==> src/rtl/aes_dec_ctrl.sv <==
// aes_dec_ctrl: control FSM for the AES-128 inverse cipher datapath.
// Round keys are walked in reverse order: B10 in INIT, B9..B1 in ROUND and B0 in FINAL.
// Every output is either decoded from the state or taken straight from a register,
// so no input has a combinational path to an output.
// Optional build macro: AES_DEC_ABORT_EN adds the abort input. When it is set,
// abort cancels an operation in flight, and outValid is never raised for that block.
module aes_dec_ctrl #(
    parameter int unsigned NR  = 10,
    parameter int unsigned RKW = 4
) (
    input  logic           clk,
    input  logic           reset,
    input  logic           start,
    input  logic           keyReady,
    input  logic           outReady,
`ifdef AES_DEC_ABORT_EN
    input  logic           abort,
`endif
    output logic           busy,
    output logic           startAck,
    output logic           loadIn,
    output logic           stateEn,
    output logic           invMixEn,
    output logic           lastRound,
    output logic [RKW-1:0] rkSel,
    output logic           outValid
);

    typedef enum logic [2:0] {
        S_IDLE  = 3'd0,
        S_INIT  = 3'd1,
        S_ROUND = 3'd2,
        S_FINAL = 3'd3,
        S_DONE  = 3'd4
    } state_t;

    localparam logic [RKW-1:0] RK_LAST = RKW'(NR);
    localparam logic [RKW-1:0] RK_ONE  = RKW'(1);

    state_t         state_q, state_d;
    logic [RKW-1:0] rkSel_q, rkSel_d;
    logic           startAck_q, startAck_d;
    logic           accept;

    // State, round-key index and acknowledge registers; reset returns to IDLE with index NR.
    always_ff @(posedge clk) begin
        if (reset) begin
            state_q    <= S_IDLE;
            rkSel_q    <= RK_LAST;
            startAck_q <= 1'b0;
        end else begin
            state_q    <= state_d;
            rkSel_q    <= rkSel_d;
            startAck_q <= startAck_d;
        end
    end

    // Next state, next round-key index, and the outputs decoded from the current state.
    always_comb begin
        state_d    = state_q;
        rkSel_d    = rkSel_q;
        startAck_d = 1'b0;
        accept     = start & keyReady;

        busy      = 1'b0;
        loadIn    = 1'b0;
        stateEn   = 1'b0;
        invMixEn  = 1'b0;
        lastRound = 1'b0;
        outValid  = 1'b0;

        case (state_q)
            S_IDLE: begin
                rkSel_d = RK_LAST;
                if (accept) begin
                    state_d    = S_INIT;
                    startAck_d = 1'b1;
                end
            end
            S_INIT: begin
                busy    = 1'b1;
                loadIn  = 1'b1;
                stateEn = 1'b1;
                state_d = S_ROUND;
                rkSel_d = RK_LAST - RK_ONE;
            end
            S_ROUND: begin
                busy     = 1'b1;
                stateEn  = 1'b1;
                invMixEn = 1'b1;
                if (rkSel_q == RK_ONE) begin
                    state_d = S_FINAL;
                    rkSel_d = '0;
                end else begin
                    rkSel_d = rkSel_q - RK_ONE;
                end
            end
            S_FINAL: begin
                busy      = 1'b1;
                stateEn   = 1'b1;
                lastRound = 1'b1;
                state_d   = S_DONE;
                rkSel_d   = '0;
            end
            S_DONE: begin
                outValid = 1'b1;
                if (outReady) begin
                    rkSel_d = RK_LAST;
                    if (accept) begin
                        state_d    = S_INIT;
                        startAck_d = 1'b1;
                    end else begin
                        state_d = S_IDLE;
                    end
                end
            end
            default: begin
                state_d = S_IDLE;
                rkSel_d = RK_LAST;
            end
        endcase

`ifdef AES_DEC_ABORT_EN
        // Abort only affects INIT, ROUND and FINAL. In IDLE and DONE it has no effect.
        if (abort && (state_q == S_INIT || state_q == S_ROUND || state_q == S_FINAL)) begin
            state_d = S_IDLE;
            rkSel_d = RK_LAST;
        end
`endif
    end

    assign startAck = startAck_q;
    assign rkSel    = rkSel_q;

endmodule

==> config.mk <==
export PLATFORM = sky130hd
export DESIGN_NAME = aes_dec_ctrl
export DESIGN_NICKNAME = d
export VERILOG_FILES = /design/src/rtl/aes_dec_ctrl.sv
export SDC_FILE = /design/constraint.sdc
export NUM_CORES = 1
export LEC_CHECK = 0
export ABC_AREA = 1
export ABC_CLOCK_PERIOD_IN_PS = 990
export CORE_AREA = 2 2 39 41
export DETAILED_ROUTE_END_ITERATION = 8
export DIE_AREA = 0 0 41 43
export GPL_ROUTABILITY_DRIVEN = 0
export GPL_TIMING_DRIVEN = 0
export PLACE_DENSITY = 0.64
export SETUP_SLACK_MARGIN = 0.5
export SKIP_CTS_REPAIR_TIMING = 1
export SYNTH_ARGS = -nofsm -noshare
export SYNTH_HDL_FRONTEND = slang
export SYNTH_SLANG_ARGS = --single-unit
==> constraint.sdc <==
create_clock -name clk -period 0.99 [get_ports clk]
set_input_delay 0.099 -clock clk [delete_from_list [all_inputs] [get_ports clk]]
set_output_delay 0.099 -clock clk [all_outputs]
set_load 0.03 [all_outputs]
==> results.md, run 1 <==
* Status: finished, violations left
* Failing checks: negative setup slack
* Commonest non-fill, non-tap cell in the layout: nand2_1
* Fmax at 849.8 MHz
* DIE AREA at 0.001763 mm2
* Post-route setup TNS at -1124 ps
* Final ANT Viol Nets at 0
* Peak supply drop at 0.001040 V
* Switch Pwr at 742.0 uW
* Max_slew headroom at 0.7677
* Sequential Power Share at 0.281
* Initial Util at 0.3472
* Clock power share at 0.159
* # diodes at 0
* GRT Total Usage at 0.1489
* Dpl hpwl at 838.9 um
* Logic pwr share at 0.560
* Sequential area share after synthesis at 0.3333
* Leakage at 0.0003896 uW
* Mapped Cells at 70
* Largest net degree at the start of global routing at 8
* Unrepaired setup endpoints after global routing: true
* Synthesized area per cell at 6.864 um2
* Share of cells above drive strength 1 at 0.5745
* Most frequent cells in the layout: nand2_1 (15), buf_6 (12), dfxtp_4 (7), inv_1 (6)
* Iter 0 DRT Violations at 8
* CTS max path bufs at 2
* Final hold viol count at 0
* Vias per cell at 4.709
* Fillers at 129
* Core Util, Final at 0.6166
* Max-cap check violation count at 0
* Inserted Clock Buffers at 3
* Die Ht at 43 um
* Reg2Reg Setup Slack at -120 ps
* Initial antenna violation count at 0
* Clock root buffer: clkbuf_4
* Routing usage on met3 at 0.01571
* Worst endpoint required time at 890 ps
* Core footprint at 0.001384 mm2
* Tmin final at 1177 ps
* H-tree levels at 1
* Multiplexer area fraction after synthesis at 0
* Reg2reg start: state_q[1]$_SDFFE_PP0P_
* Fin. max-slew vios at 0
* Gr busiest metal: met2
* Fin crit share at 1.189
* Setup Viol. Count Final at 11
* Library cells used by synthesis at 20
* Syn-to-layout area delta at 77.60%
* Clk sinks at 8
* Synth Cell Area at 480.5 um2
* Final WS setup at -186.8 ps
* Data arrival time of the worst path at 1080 ps
* Wire length per cell at 10.54 um
* Routed via count at 518
* Pre-antenna DRT Iters at 4
* Syn_nets at 77
* First-pass GRT wire length at 1766 um
* Seq cells post-synth at 8
* CP Capture Type: output pin
* Post-Synth Simple-Gate Area at 0.3490
* Nets@finish at 102
* Remaining DRCs at 0
* Switching portion of total power at 0.4273
* Worst Setup Start Kind: register
* M2 GR Usage at 0.2063
* Row count at 14
* Adder-cell share of the synthesized area at 0.05208
* Post-Place Setup Slack at -478.6 ps
* GR Overflow Total at 0
* Syn. warnings at 0
* Clk pin slew, worst setup/hold paths at 50 ps
* Area of the multi-input gates at 331.6 um2
* Met1 Track Usage GR at 0.1974
* CP max FO at 5
* CTS tree: done
* I/O pins at 16
* Min-delay src: start
* Post-Synth XOR/XNOR Area at 0.01823
* Main combinational cell family by area after synthesis: simple AND/OR/NAND/NOR gates
* Synth Area in Compound Gates at 0.1068
* Class of the worst hold path: in -> reg
* Crit Path Category: reg -> out
* CP Launch Point: state_q[1]$_SDFFE_PP0P_
* Cell-internal power at 994.5 uW
* PwrDens at 2035 mW/mm2
* FF/Latch Area at 187.7 um2
* Number of global-route vias before repair at 422
* PortBufs at 15
* Slew at the pin with the worst max-slew slack at 347.4 ps
* Clk_lat worst skew at 260 ps
* Final wirelength at 1159 um
* Skew final at 12.99 ps
* Die width at 41 um
[critical path, cell delays in order, from the launching register on]
cell and delay, ps:
dfxtp_4 370, nor2_4 170, nor2_4 50, buf_6 110, buf_6 120
[routing by layer]
metal  up-vias  share of wire
li1        273              -
met4         0          0.012
met2        15           0.50
met5         -              0
met3         2          0.037
met1       228           0.45
[synth_stat cells (all sizes together)]
| cell type | number | share of area |
|---|---|---|
| xor2 | 1 | 0.018 |
| nand2 | 16 | 0.14 |
| nor3 | 1 | 0.010 |
| buf | 1 | 0.016 |
| nor2 | 7 | 0.091 |
| nor4 | 1 | 0.013 |
| o21ai | 3 | 0.031 |
| a21oi | 5 | 0.060 |
| inv | 16 | 0.13 |
| dfxtp | 8 | 0.33 |
| nand3 | 8 | 0.094 |
| o211ai | 1 | 0.016 |
| ha | 2 | 0.052 |
[cell type report]
type / count / share of cell area
sequential: 8 / 0.2199
inverter: 16 / 0.09091
multi-input combinational: 45 / 0.3886
buffer: 1 / 0.01320
timing repair buffer: 20 / 0.2331
clock buffer: 4 / 0.03079
tap: 16 / 0.02346
[registers in the layout, indices dropped and copies added (netlist names)]
name	count
rkSel	4
startAck	1
state_q	3
[power groups by stage]
stage	registers, uW	clock network [uW]	logic [uW]
after global placement	481	0	800
after global routing	496	303	1050
after floorplan	532	0	515
final	488	277	972
after detailed placement	484	0	804
after CTS	477	290	810
[metrics by stage]
| step | instance area, um2 | cells | hold WS, ps | power [uW] |
|---|---|---|---|---|
| global route | 853.3 | 110 | 472.4 | 1853 |
| detailed placement | 737.0 | 101 | 524.7 | 1287 |
| global placement | 737.0 | 101 | 528.0 | 1281 |
| finish | 853.3 | 110 | 445.1 | 1737 |
| CTS | 763.2 | 105 | 426.1 | 1576 |
| floorplan | 566.8 | 70 | 152.3 | 1047 |
[cell families (layout without fill, tap and decap cells)]
family / count (synthesis) / count (layout)
AOI/OAI and AO/OA: 9 / 9
xor gates and xnor gates: 1 / 1
adders and majority gates: 2 / 2
buffers and inverters: 17 / 41
DFF: 8 / 8
and+or+nand+nor: 33 / 33
[worst paths after layout]
check,cells past startpoint,to
setup / recovery,4,stateEn
hold / removal,3,startAck$_SDFF_PP0_
setup reg to reg,6,rkSel[0]$_SDFFE_PP0P_
hold reg to reg,2,rkSel[2]$_SDFFE_PP0P_
(Power assumes the default switching activity.)
==> run 2: changes to the inputs <==
==> constraint.sdc (replaced) <==
create_clock -name clk -period 0.99 [get_ports clk]
set_input_delay 0.099 -clock clk [delete_from_list [all_inputs] [get_ports clk]]
set_output_delay 0.099 -clock clk [all_outputs]
set_load 0.05 [all_outputs]
==> run 2 against run 1 <==
Effect of this change:
- the run still ends with negative setup slack left
- worst setup slack lost 26 ps
- global-route usage decreased by 0.82 points
- register-to-register slack worse by 20 ps
- critical path depth is the same
- largest power group unchanged
- utilization increased by 2.4 points
- first-iteration DRC count is 50% lower
- via count down 2.5%
==> results.md, run 2 (synthesis gave the netlist of run 1 again) <==
* Largest net degree at the start of global routing at 8 (unchanged)
* Class of the worst hold path: in -> reg (unchanged)
* Crit Path Category: reg -> out (unchanged)
* Number of global-route vias before repair at 400 (was 422)
* Fin crit share at 1.215 (was 1.189)
* I/O pins at 16 (unchanged)
* Most frequent CP cell: nor2_4
* Syn-to-layout area delta at 84.64% (was 77.60%)
* Remaining DRCs at 0 (unchanged)
* Slew at the pin with the worst max-slew slack at 369.7 ps (was 347.4 ps)
* CP Capture Type: output pin (unchanged)
* CTS max path bufs at 2 (unchanged)
* Clock root buffer: clkbuf_4 (unchanged)
* Pre-antenna DRT Iters at 4 (unchanged)
* Worst Setup Start Kind: register (unchanged)
* Routed via count at 505 (was 518)
* CP max-delay cell: dfxtp_4 (unchanged)
* Fmax at 831.4 MHz (was 849.8 MHz)
* Tmin final at 1203 ps (was 1177 ps)
* Data arrival time of the worst path at 1100 ps (was 1080 ps)
* Final hold viol count at 0 (unchanged)
* Crit-path cells: nor2_4 > nor2_4 > buf_6 > buf_8 (was nor2_4 > nor2_4 > buf_6 > buf_6)
* Delay-heaviest family, CP: flip-flops (unchanged)
* Max-cap check violation count at 0 (unchanged)
* Worst endpoint required time at 890 ps (about the same)
* R2r worst-path depth at 6 (unchanged)
* Unrepaired setup endpoints after global routing: true (unchanged)
* CP max FO at 5 (unchanged)
* Row count at 14 (unchanged)
* PortBufs at 15 (unchanged)
* Iter 0 DRT Violations at 4 (was 8)
* # diodes at 0 (unchanged)
* Setup Viol. Count Final at 11 (unchanged)
* PwrDens at 2090 mW/mm2 (was 2035 mW/mm2)
* Commonest non-fill, non-tap cell in the layout: nand2_1 (unchanged)
* Failing checks: negative setup slack (unchanged)
* Leakage at 0.0003644 uW (was 0.0003896 uW)
* Fin. max-slew vios at 0 (unchanged)
* Nets@finish at 101 (was 102)
* Status: finished, violations left (unchanged)
* Initial Util at 0.3472 (unchanged)
* GRT Total Usage at 0.1407 (was 0.1489)
* DIE AREA at 0.001763 mm2 (unchanged)
* Die Ht at 43 um (unchanged)
* Clk sinks at 8 (unchanged)
* Inserted Clock Buffers at 3 (unchanged)
* Max_slew headroom at 0.7528 (was 0.7677)
* Final WS setup at -212.8 ps (was -186.8 ps)
* Post-route setup TNS at -1570 ps (was -1124 ps)
* Most frequent cells in the layout: nand2_1 (13), buf_8 (8), dfxtp_4 (8), inv_1 (7), nand3_1 (5) (was nand2_1 (15), buf_6 (12), dfxtp_4 (7), inv_1 (6))
* Final ANT Viol Nets at 0 (unchanged)
* Vias per cell at 4.676 (was 4.709)
* Final wirelength at 1092 um (was 1159 um)
* Skew final at 1.238 ps (was 12.99 ps)
* Share of cells above drive strength 1 at 0.5761 (was 0.5745)
* Initial antenna violation count at 0 (unchanged)
* Flip-flop count of the largest register after layout at 4 (unchanged)
* Crit path buffers/inverters at 2 (unchanged)
* First-pass GRT wire length at 1649 um (was 1766 um)
* Clk_lat worst skew at 260 ps (about the same)
* H-tree levels at 1 (unchanged)
* WP depth at 4 (unchanged)
* Die width at 41 um (unchanged)
* Wire length per cell at 10.11 um (was 10.54 um)
* Core footprint at 0.001384 mm2 (unchanged)
* Fillers at 112 (was 129)
* Non-filler cells, final at 108 (was 110)
* Dpl hpwl at 773.2 um (was 838.9 um)
* Crit-path max cell delay at 370 ps (about the same)
* CTS tree: done (unchanged)
* GR Overflow Total at 0 (unchanged)
* Peak supply drop at 0.001043 V (was 0.001040 V)
* WHS Path Cells at 3 (unchanged)
* Clk pin slew, worst setup/hold paths at 50 ps (about the same)
* Inst Count DP at 101 (unchanged)
## run 2: worst min-delay path: stages
cell and delay, ps:
clkdlybuf4s50_1 400, nand2_1 120, nor4_2 60
## run 2: layout make-up
type                    instances  area (um2)  share of cell area
plain buffers                   1       11.26             0.01269
multi-input cells              45       331.6              0.3738
well taps                      16       20.02             0.02257
clock buffers                   3       22.52             0.02539
flip-flops and latches          8       190.2              0.2144
inverters                      16       87.58             0.09873
repair buffers                 19       224.0              0.2525
## run 2: path summary, 6_finish.rpt
check | start | slack (ps) | to
worst max-delay path | state_q[1]$_SDFFE_PP0P_ | -210 | stateEn
worst min-delay path | keyReady | 450 | startAck$_SDFF_PP0_
worst max register to register | state_q[1]$_SDFFE_PP0P_ | -140 | rkSel[0]$_SDFFE_PP0P_
worst min register to register | rkSel[2]$_SDFFE_PP0P_ | 550 | rkSel[2]$_SDFFE_PP0P_
## run 2: metal layers
metal  share of wire  vias to the layer above  track usage
li1                -                      265            -
met1            0.47                      219       0.2065
met2            0.44                       16       0.1719
met3           0.059                        5      0.03141
met4           0.029                        0       0.1000
met5               0                        -            0
## run 2: metrics by stage
step / worst slack, ps / instance area, um2 / power (uW) / hold WS, ps / util
floorplan: -132.5 / 564.3 / 1152 / 152.3 / -
global placement: -659.1 / 734.5 / 1383 / 530.1 / 0.5307
detailed placement: -663.2 / 734.5 / 1387 / 525.3 / 0.5307
CTS: -940.3 / 757.0 / 1648 / 428.5 / 0.5470
global route: -251.7 / 887.1 / 1966 / 491.2 / 0.6410
finish: -212.8 / 887.1 / 1854 / 453.5 / 0.6410
## run 2: power by group
group	internal, uW	leakage [uW]	switching, uW
clock	139	0.0000138	114
combinational	467	0.000281	647
sequential	390	0.0000697	96.7
total	997	0.000364	858
